`src/rtl/bus_arbiter_rr.sv`:
```
// bus_arbiter_rr
// Parametrised N-master bus arbiter for the shared system bus. It supports
// fixed-priority or round-robin arbitration, a one-cycle turnaround between
// owners, and a tenure timeout that revokes a stuck grant. A master whose
// grant is revoked is masked until it drops its request.
//
// Optional feature: define BUS_ARB_LOCK_EN to add the LOCK input. While a
// grant is active and LOCK=1 the tenure counter freezes, so the timeout
// cannot fire during atomic read-modify-write sequences.
//
// Ports:
//   BUS_CLK      in   bus clock, rising edge
//   RST          in   asynchronous active-low reset
//   BR           in   [N_MASTERS] level-sensitive bus requests
//   MODE         in   0 = fixed priority (lowest index), 1 = round-robin
//   LOCK         in   (BUS_ARB_LOCK_EN only) freeze tenure while granted
//   BG           out  [N_MASTERS] registered one-hot grant (or all zero)
//   GNT_VALID    out  high while any BG bit is high
//   GNT_ID       out  [ID_W] index of current owner, 0 when idle
//   TIMEOUT_ERR  out  one-cycle pulse when a grant is revoked by timeout

module bus_arbiter_rr #(
    parameter int N_MASTERS = 6,
    parameter int ID_W      = 3,
    parameter int TIMEOUT   = 64,
    parameter int TO_W      = 7
) (
    input  logic                 BUS_CLK,
    input  logic                 RST,
    input  logic [N_MASTERS-1:0] BR,
    input  logic                 MODE,
`ifdef BUS_ARB_LOCK_EN
    input  logic                 LOCK,
`endif
    output logic [N_MASTERS-1:0] BG,
    output logic                 GNT_VALID,
    output logic [ID_W-1:0]      GNT_ID,
    output logic                 TIMEOUT_ERR
);

    typedef enum logic [1:0] {
        IDLE,
        GRANT,
        TURN
    } state_t;

    localparam logic [TO_W-1:0]      TO_LIM  = TO_W'(TIMEOUT);
    localparam logic [N_MASTERS-1:0] ONE_HOT = N_MASTERS'(1);
    localparam logic [ID_W-1:0]      LAST_ID = ID_W'(N_MASTERS - 1);

    state_t                 state;
    logic [ID_W-1:0]        rr_ptr;
    logic [TO_W-1:0]        tenure;
    logic [N_MASTERS-1:0]   mask;

    logic [N_MASTERS-1:0]   eligible;
    logic                   win_found;
    logic [ID_W-1:0]        win_id;
    logic [ID_W-1:0]        win_next_ptr;
    logic                   owner_req;
    logic                   hold_tenure;

    // Bit select by a run-time index without requiring the index width to
    // match the vector's address width.
    function automatic logic bit_at(input logic [N_MASTERS-1:0] v, input int idx);
        logic [N_MASTERS-1:0] s;
        s = v >> idx;
        return s[0];
    endfunction

`ifdef BUS_ARB_LOCK_EN
    assign hold_tenure = LOCK;
`else
    assign hold_tenure = 1'b0;
`endif

    assign owner_req = bit_at(BR, int'(GNT_ID));

    // Winner search. Fixed priority scans from index 0; round-robin scans
    // from rr_ptr with wrap-around. Masked requesters never participate.
    always_comb begin
        // NOTE: every variable gets a default first so no path through this
        // block leaves a value unassigned, which would infer a latch.
        eligible  = BR & ~mask;
        win_found = 1'b0;
        win_id    = '0;
        for (int i = 0; i < N_MASTERS; i++) begin
            int idx;
            idx = MODE ? (int'(rr_ptr) + i) % N_MASTERS : i;
            if (!win_found && bit_at(eligible, idx)) begin
                win_found = 1'b1;
                win_id    = ID_W'(idx);
            end
        end
        win_next_ptr = (win_id == LAST_ID) ? '0 : win_id + ID_W'(1);
    end

    always_ff @(posedge BUS_CLK or negedge RST) begin
        if (!RST) begin
            state       <= IDLE;
            BG          <= '0;
            GNT_VALID   <= 1'b0;
            GNT_ID      <= '0;
            TIMEOUT_ERR <= 1'b0;
            rr_ptr      <= '0;
            tenure      <= '0;
            mask        <= '0;
        end else begin
            // NOTE: non-blocking assignments throughout, so every branch
            // below sees register values from before this edge.
            TIMEOUT_ERR <= 1'b0;
            // A masked master is released as soon as its request is seen low.
            mask        <= mask & BR;

            case (state)
                IDLE: begin
                    if (win_found) begin
                        state     <= GRANT;
                        BG        <= ONE_HOT << win_id;
                        GNT_VALID <= 1'b1;
                        GNT_ID    <= win_id;
                        rr_ptr    <= win_next_ptr;
                        tenure    <= TO_W'(1);
                    end
                end

                GRANT: begin
                    // Release is checked first so that a release coinciding
                    // with the timeout cycle is a clean release.
                    if (!owner_req) begin
                        state     <= TURN;
                        BG        <= '0;
                        GNT_VALID <= 1'b0;
                        GNT_ID    <= '0;
                        tenure    <= '0;
                    end else if (hold_tenure) begin
                        tenure <= tenure;
                    end else if (tenure == TO_LIM) begin
                        state       <= TURN;
                        BG          <= '0;
                        GNT_VALID   <= 1'b0;
                        GNT_ID      <= '0;
                        tenure      <= '0;
                        mask        <= (mask & BR) | (ONE_HOT << GNT_ID);
                        TIMEOUT_ERR <= 1'b1;
                    end else begin
                        tenure <= tenure + TO_W'(1);
                    end
                end

                TURN: begin
                    // One dead cycle so the old owner's drivers release.
                    state <= IDLE;
                end

                default: begin
                    state <= IDLE;
                end
            endcase
        end
    end

endmodule

```
`config.mk`:
```
export PLATFORM = sky130hd
export DESIGN_NAME = bus_arbiter_rr
export DESIGN_NICKNAME = d
export VERILOG_FILES = /design/src/rtl/bus_arbiter_rr.sv
export SDC_FILE = /design/constraint.sdc
export NUM_CORES = 1
export LEC_CHECK = 0
export BUFFER_PORTS_ARGS = -buffer_cell sky130_fd_sc_hd__buf_4
export CORE_MARGIN = 2
export CORE_UTILIZATION = 63
export DETAILED_ROUTE_END_ITERATION = 16
export GPL_TIMING_DRIVEN = 0
export PLACE_DENSITY = 0.83
export RECOVER_POWER = 25
export SLEW_MARGIN = 20
export SYNTH_ARGS = -nofsm -noshare
export SYNTH_HDL_FRONTEND = slang
export SYNTH_SLANG_ARGS = --single-unit
export TNS_END_PERCENT = 5
```
`constraint.sdc`:
```
create_clock -name BUS_CLK -period 7.55 [get_ports BUS_CLK]
set_input_delay 1.51 -clock BUS_CLK [delete_from_list [all_inputs] [get_ports BUS_CLK]]
set_output_delay 1.51 -clock BUS_CLK [all_outputs]
set_load 0.005 [all_outputs]
```
# Yosys cells after proc, flatten, opt, wreduce, memory -nomap -nowiden
# Cells that the tools add are included.
# word_totals
register_bits	29
latch_bits	0
ramBits	0
rom_bits	0
inputBits	9
output_inout_bits	11
wordCells	100
n_memories	0
# op_classes
add_sub_neg	7
multipliers	0
div_mod_pow	6
order_cmp	0
eq_ne	5
n_shift	9
n_mux	45
n_bitwise	4
reduce_logical	16
# op_table
cell	count
32-bit two-way mux	6
6-bit by 32-bit >> shifter with 1-bit output	6
32-bit by 4-bit remainder unit with 32-bit output, second input constant	5
6-bit two-way mux	6
4-bit by 4-bit remainder unit with 32-bit output, second input constant	1
3-bit two-way mux	10
7-bit two-way mux	3
7-bit one-hot mux with 2 select lines	1
6-bit AND	2
1-bit two-way mux	12
6-bit one-hot mux with 2 select lines	1
1-bit by 3-bit left shift with 6-bit output, first input constant	2
3-bit by 2-bit adder with 4-bit output, second input constant	2
3-bit by 3-bit adder with 4-bit output, second input constant	2
7-bit by 1-bit adder with 7-bit output, second input constant	1
7-bit equality test, second input constant	1
2-bit two-way mux	3
6-bit NOT	1
6-bit OR	1
3-bit one-hot mux with 2 select lines	1
2-bit AND reduction	3
6-bit by 3-bit >> shifter with 1-bit output	1
1-bit logical AND	5
1-bit logical NOT	5
11 further kinds	11

# Longest topological paths before layout
# logic_depth
depth_word	22
depth_mapped	20
depth_no_buf	18

# Least setup slack after synthesis
# No wires, ideal clock.
# synth_path
path_kind	register to register
start	reg rr_ptr[2]
end	reg rr_ptr[2]
setup_ps	94
t_arrival_ps	4164
required_ps	7456
slack_ps	3292
path_stages_with_launch	20
path_buffers	2
synth_period_minus_slack_ps	4258
cell_sequence	dfrtp_1 buf_6 clkbuf_1 inv_1 ha_1 nand2_1 nand2_1 ha_1 nor4bb_2 a211o_1 a31oi_1 nor3b_1 o21bai_1 and3_2 nor3_1 o31ai_2 inv_1 nor2_1 ha_1 a221oi_2
# synth_via
elab_chain_cells	21
elab_cells_between_ends	49
classes_between	6 x add/sub; 6 x div; 1 x eq/ne; 6 x shift; 19 x mux; 11 x reduce/logical
# synth_rtl
item	line_no	source
start: declaration	52	logic [ID_W-1:0] rr_ptr;
start signal: assignment	122	rr_ptr <= win_next_ptr;
branches (longest 21 deep; another with 32-bit by 4-bit remainder unit with 32-bit output)	-	
# Several ways; the timed one is not identified.
# A chain may end at the register's enable or synchronous reset.

# Worst setup path in the final report
# Ends and elaborated chain as after synthesis.

==> impl_metrics.toml <==
[timing]
slew_violations = 30
finalCritPeriodShare_pct = 67.3
timing.final.hold_violations = 0
clock_skew_ns = 0.00563
fmax_ghz = 0.197
post-route-min-period_ns = 5.08
slew_headroom_pct = -0.597
hold_slack_ns = 0.475
rsz0062_at_grt = "false"
finalSetupViolCount = 0
tightestPinTransition_ns = 1.51
setup_tns_ns = 0

[finish]
areaGrowthSynthToFinish_pct = 11.0
multi_input_area_mm2 = 0.00203
layout_common_cells = "nand2_1, dfrtp_1, ha_1"
ff_latch_area_um2 = 726
fin_nets = 387
fill_cells = 324
layout.cells.most_common = "nand2_1"
postLayoutCellArea_mm2 = 0.00323
drive_above_1_share_pct = 18.8
antennaDiodeCount = 0

[synthesis]
syn_area_per_cell_um2 = 8.81
synth_edf_count = 0
yosysUniqueCellTypes = 87
yosys_warnings = 0
ys.flop_type = "dfrtp_1"
syn_nets = 361
synthArstFlopShare_pct = 100
syn_area_mm2 = 0.00291
synth_seq_cells = 29
synth_seq_area_share_pct = 25.0
syn_inst = 330

[worst_setup_path]
path_cells = "buf_6 > clkbuf_1 > inv_1 > ha_1 > nand2_1 > nand2_1 > ha_1 > nor4bb_2 > a211o_1 > a31oi_1 > nor3b_1 > a21oi_1 > and3_2 > nand3_1 > nor3b_1 > nor2_1 > ha_1 > a221oi_2"
arrival_ns = 5.28
worstPathRequired_ns = 7.75
cp-end-kind = "register"
critPathKind = "reg2reg"
slowest_stage = "nor3b_1"
cpMostUsedCell = "ha_1"
slowest_delay_ns = 0.67
cp-start-kind = "register"
critPathBufInv = 3
cp_top_family = "simple AND/OR/NAND/NOR gates"
crit_fanout = 10

[clocking]
clk_latency_ns = 0.29
post_cts_resized = 0
clkTransAtPathRegs_ns = 0.06
root_buffer = "clkbuf_8"
cts.sinks = 29
cts_buffer_depth = 2
htree_levels = 2
cts_tree = "done"
cts_setup_buffers = 0
hold_buffers = 0
cts_made_buffers = 5

[grt]
grt_antenna_before_repair = 0
grtUsageTotal_pct = 28.3
grt.overflow.total = 0
grt_pass1_wl_mm = 11.4
first_global_vias = 2456
grt_max_degree = 30

[drt]
antenna_left = 0
via_per_inst = 6.62
first_pass_iters = 5
drt_iter0_drc = 389
wl_mm = 6.91
wire_per_inst_um = 16.9
drc_errors = 0
vias = 2707

[status]
status = "finished, violations left"
violations = "capacitance limit, slew limit"

[place]
gp_congestion = 0.907
port_buffers = 19
placed_cell_area_mm2 = 0.00311
hpwl_mm = 5.16

[floorplan]
core_area_mm2 = 0.00441
start_util_pct = 65.8
die_w_um = 71.9
die_h_um = 71.9
rows = 24
io-pin-count = 20
die_area_mm2 = 0.00517

[run]
cap_viol_max_count = 1

[min_path]
holdCritPathClass = "reg2reg"
## Yosys cell counts, types with 5 or more instances
master,n,area (um2)
a211oi_1,5,37.5
o21ai_0,9,45.0
a31oi_1,7,43.8
o31ai_1,7,52.6
a21oi_1,6,30.0
and3_1,6,37.5
clkbuf_1,7,26.3
inv_1,17,63.8
mux2i_1,8,80.1
nor2b_1,5,31.3
nand3_1,10,50.1
ha_1,22,275
dfrtp_1,29,726
nand4_1,5,31.3
nand2_1,36,135
nor3_1,6,30.0
nand2b_1,16,100
nor2_1,13,48.8
o21ai_1,17,85.1
## metrics by stage
stage               util, %  std cells  worst slack, ns
finish                 73.1        409             2.47
global route           73.1        409             2.00
CTS                    73.2        409             2.50
detailed placement     70.5        401             2.53
global placement       70.5        401             2.63
floorplan                 -        330             3.29
## cells by family (layout without fill, tap and decap cells)
| kind of cell | count (synthesis) | count (layout) | synth area share, % |
|---|---|---|---|
| AOI/OAI and AO/OA | 106 | 106 | 29.4 |
| buffers and inverters | 33 | 60 | 5.17 |
| DFF | 29 | 29 | 25.0 |
| adders and majority gates | 22 | 22 | 9.47 |
| muxes | 12 | 12 | 4.82 |
| and+or+nand+nor | 126 | 126 | 24.3 |
| xor gates and xnor gates | 2 | 2 | 1.89 |
## worst paths after layout
kind                       cells after the start  slack (ns)  startpoint        end
setup / recovery                              18        2.47   rr_ptr[2]  rr_ptr[2]
hold / removal                                 2        0.48     mask[0]    mask[0]
setup reg to reg                              18        2.47   rr_ptr[2]  rr_ptr[2]
hold reg to reg                                2        0.48     mask[0]    mask[0]
max in group asynchronous                      1        5.09         RST      BG[4]
min in group asynchronous                      1        1.57         RST    mask[3]
## flip-flops by register name, summed over array words and instances (netlist names)
name	count
rr_ptr	3
BG	6
GNT_VALID	1
tenure	7
GNT_ID	3
TIMEOUT_ERR	1
mask	6
state	2
## layout make-up
| class | instances | area share (%) |
|---|---|---|
| plain buffers | 14 | 2.44 |
| clock buffers | 7 | 2.68 |
| clock inverters | 1 | 0.931 |
| inverters | 19 | 2.21 |
| multi-input cells | 268 | 62.9 |
| flip-flops and latches | 29 | 22.5 |
| well taps | 52 | 2.02 |
| repair buffers | 19 | 4.30 |
## worst register-to-register path, cell delays in order, from the launching register on
cell      delay, ns
dfrtp_1        0.46
buf_6          0.19
clkbuf_1       0.32
inv_1          0.23
ha_1           0.31
nand2_1        0.19
nand2_1        0.08
ha_1           0.37
nor4bb_2       0.32
a211o_1        0.22
a31oi_1        0.10
nor3b_1        0.34
a21oi_1        0.15
and3_2         0.27
nand3_1        0.08
nor3b_1        0.67
nor2_1         0.11
ha_1           0.33
a221oi_2       0.24
## layer usage
layer | global-route usage (%) | share of wire [%]
met3 | 7.50 | 6.2
met1 | 40.2 | 47
met2 | 42.8 | 45
met5 | 0 | 0
met4 | 8.60 | 1.9
Power is left out: the tool's default activity adds up to more than one toggle a clock period on the data nets, which glitch-free logic cannot reach.
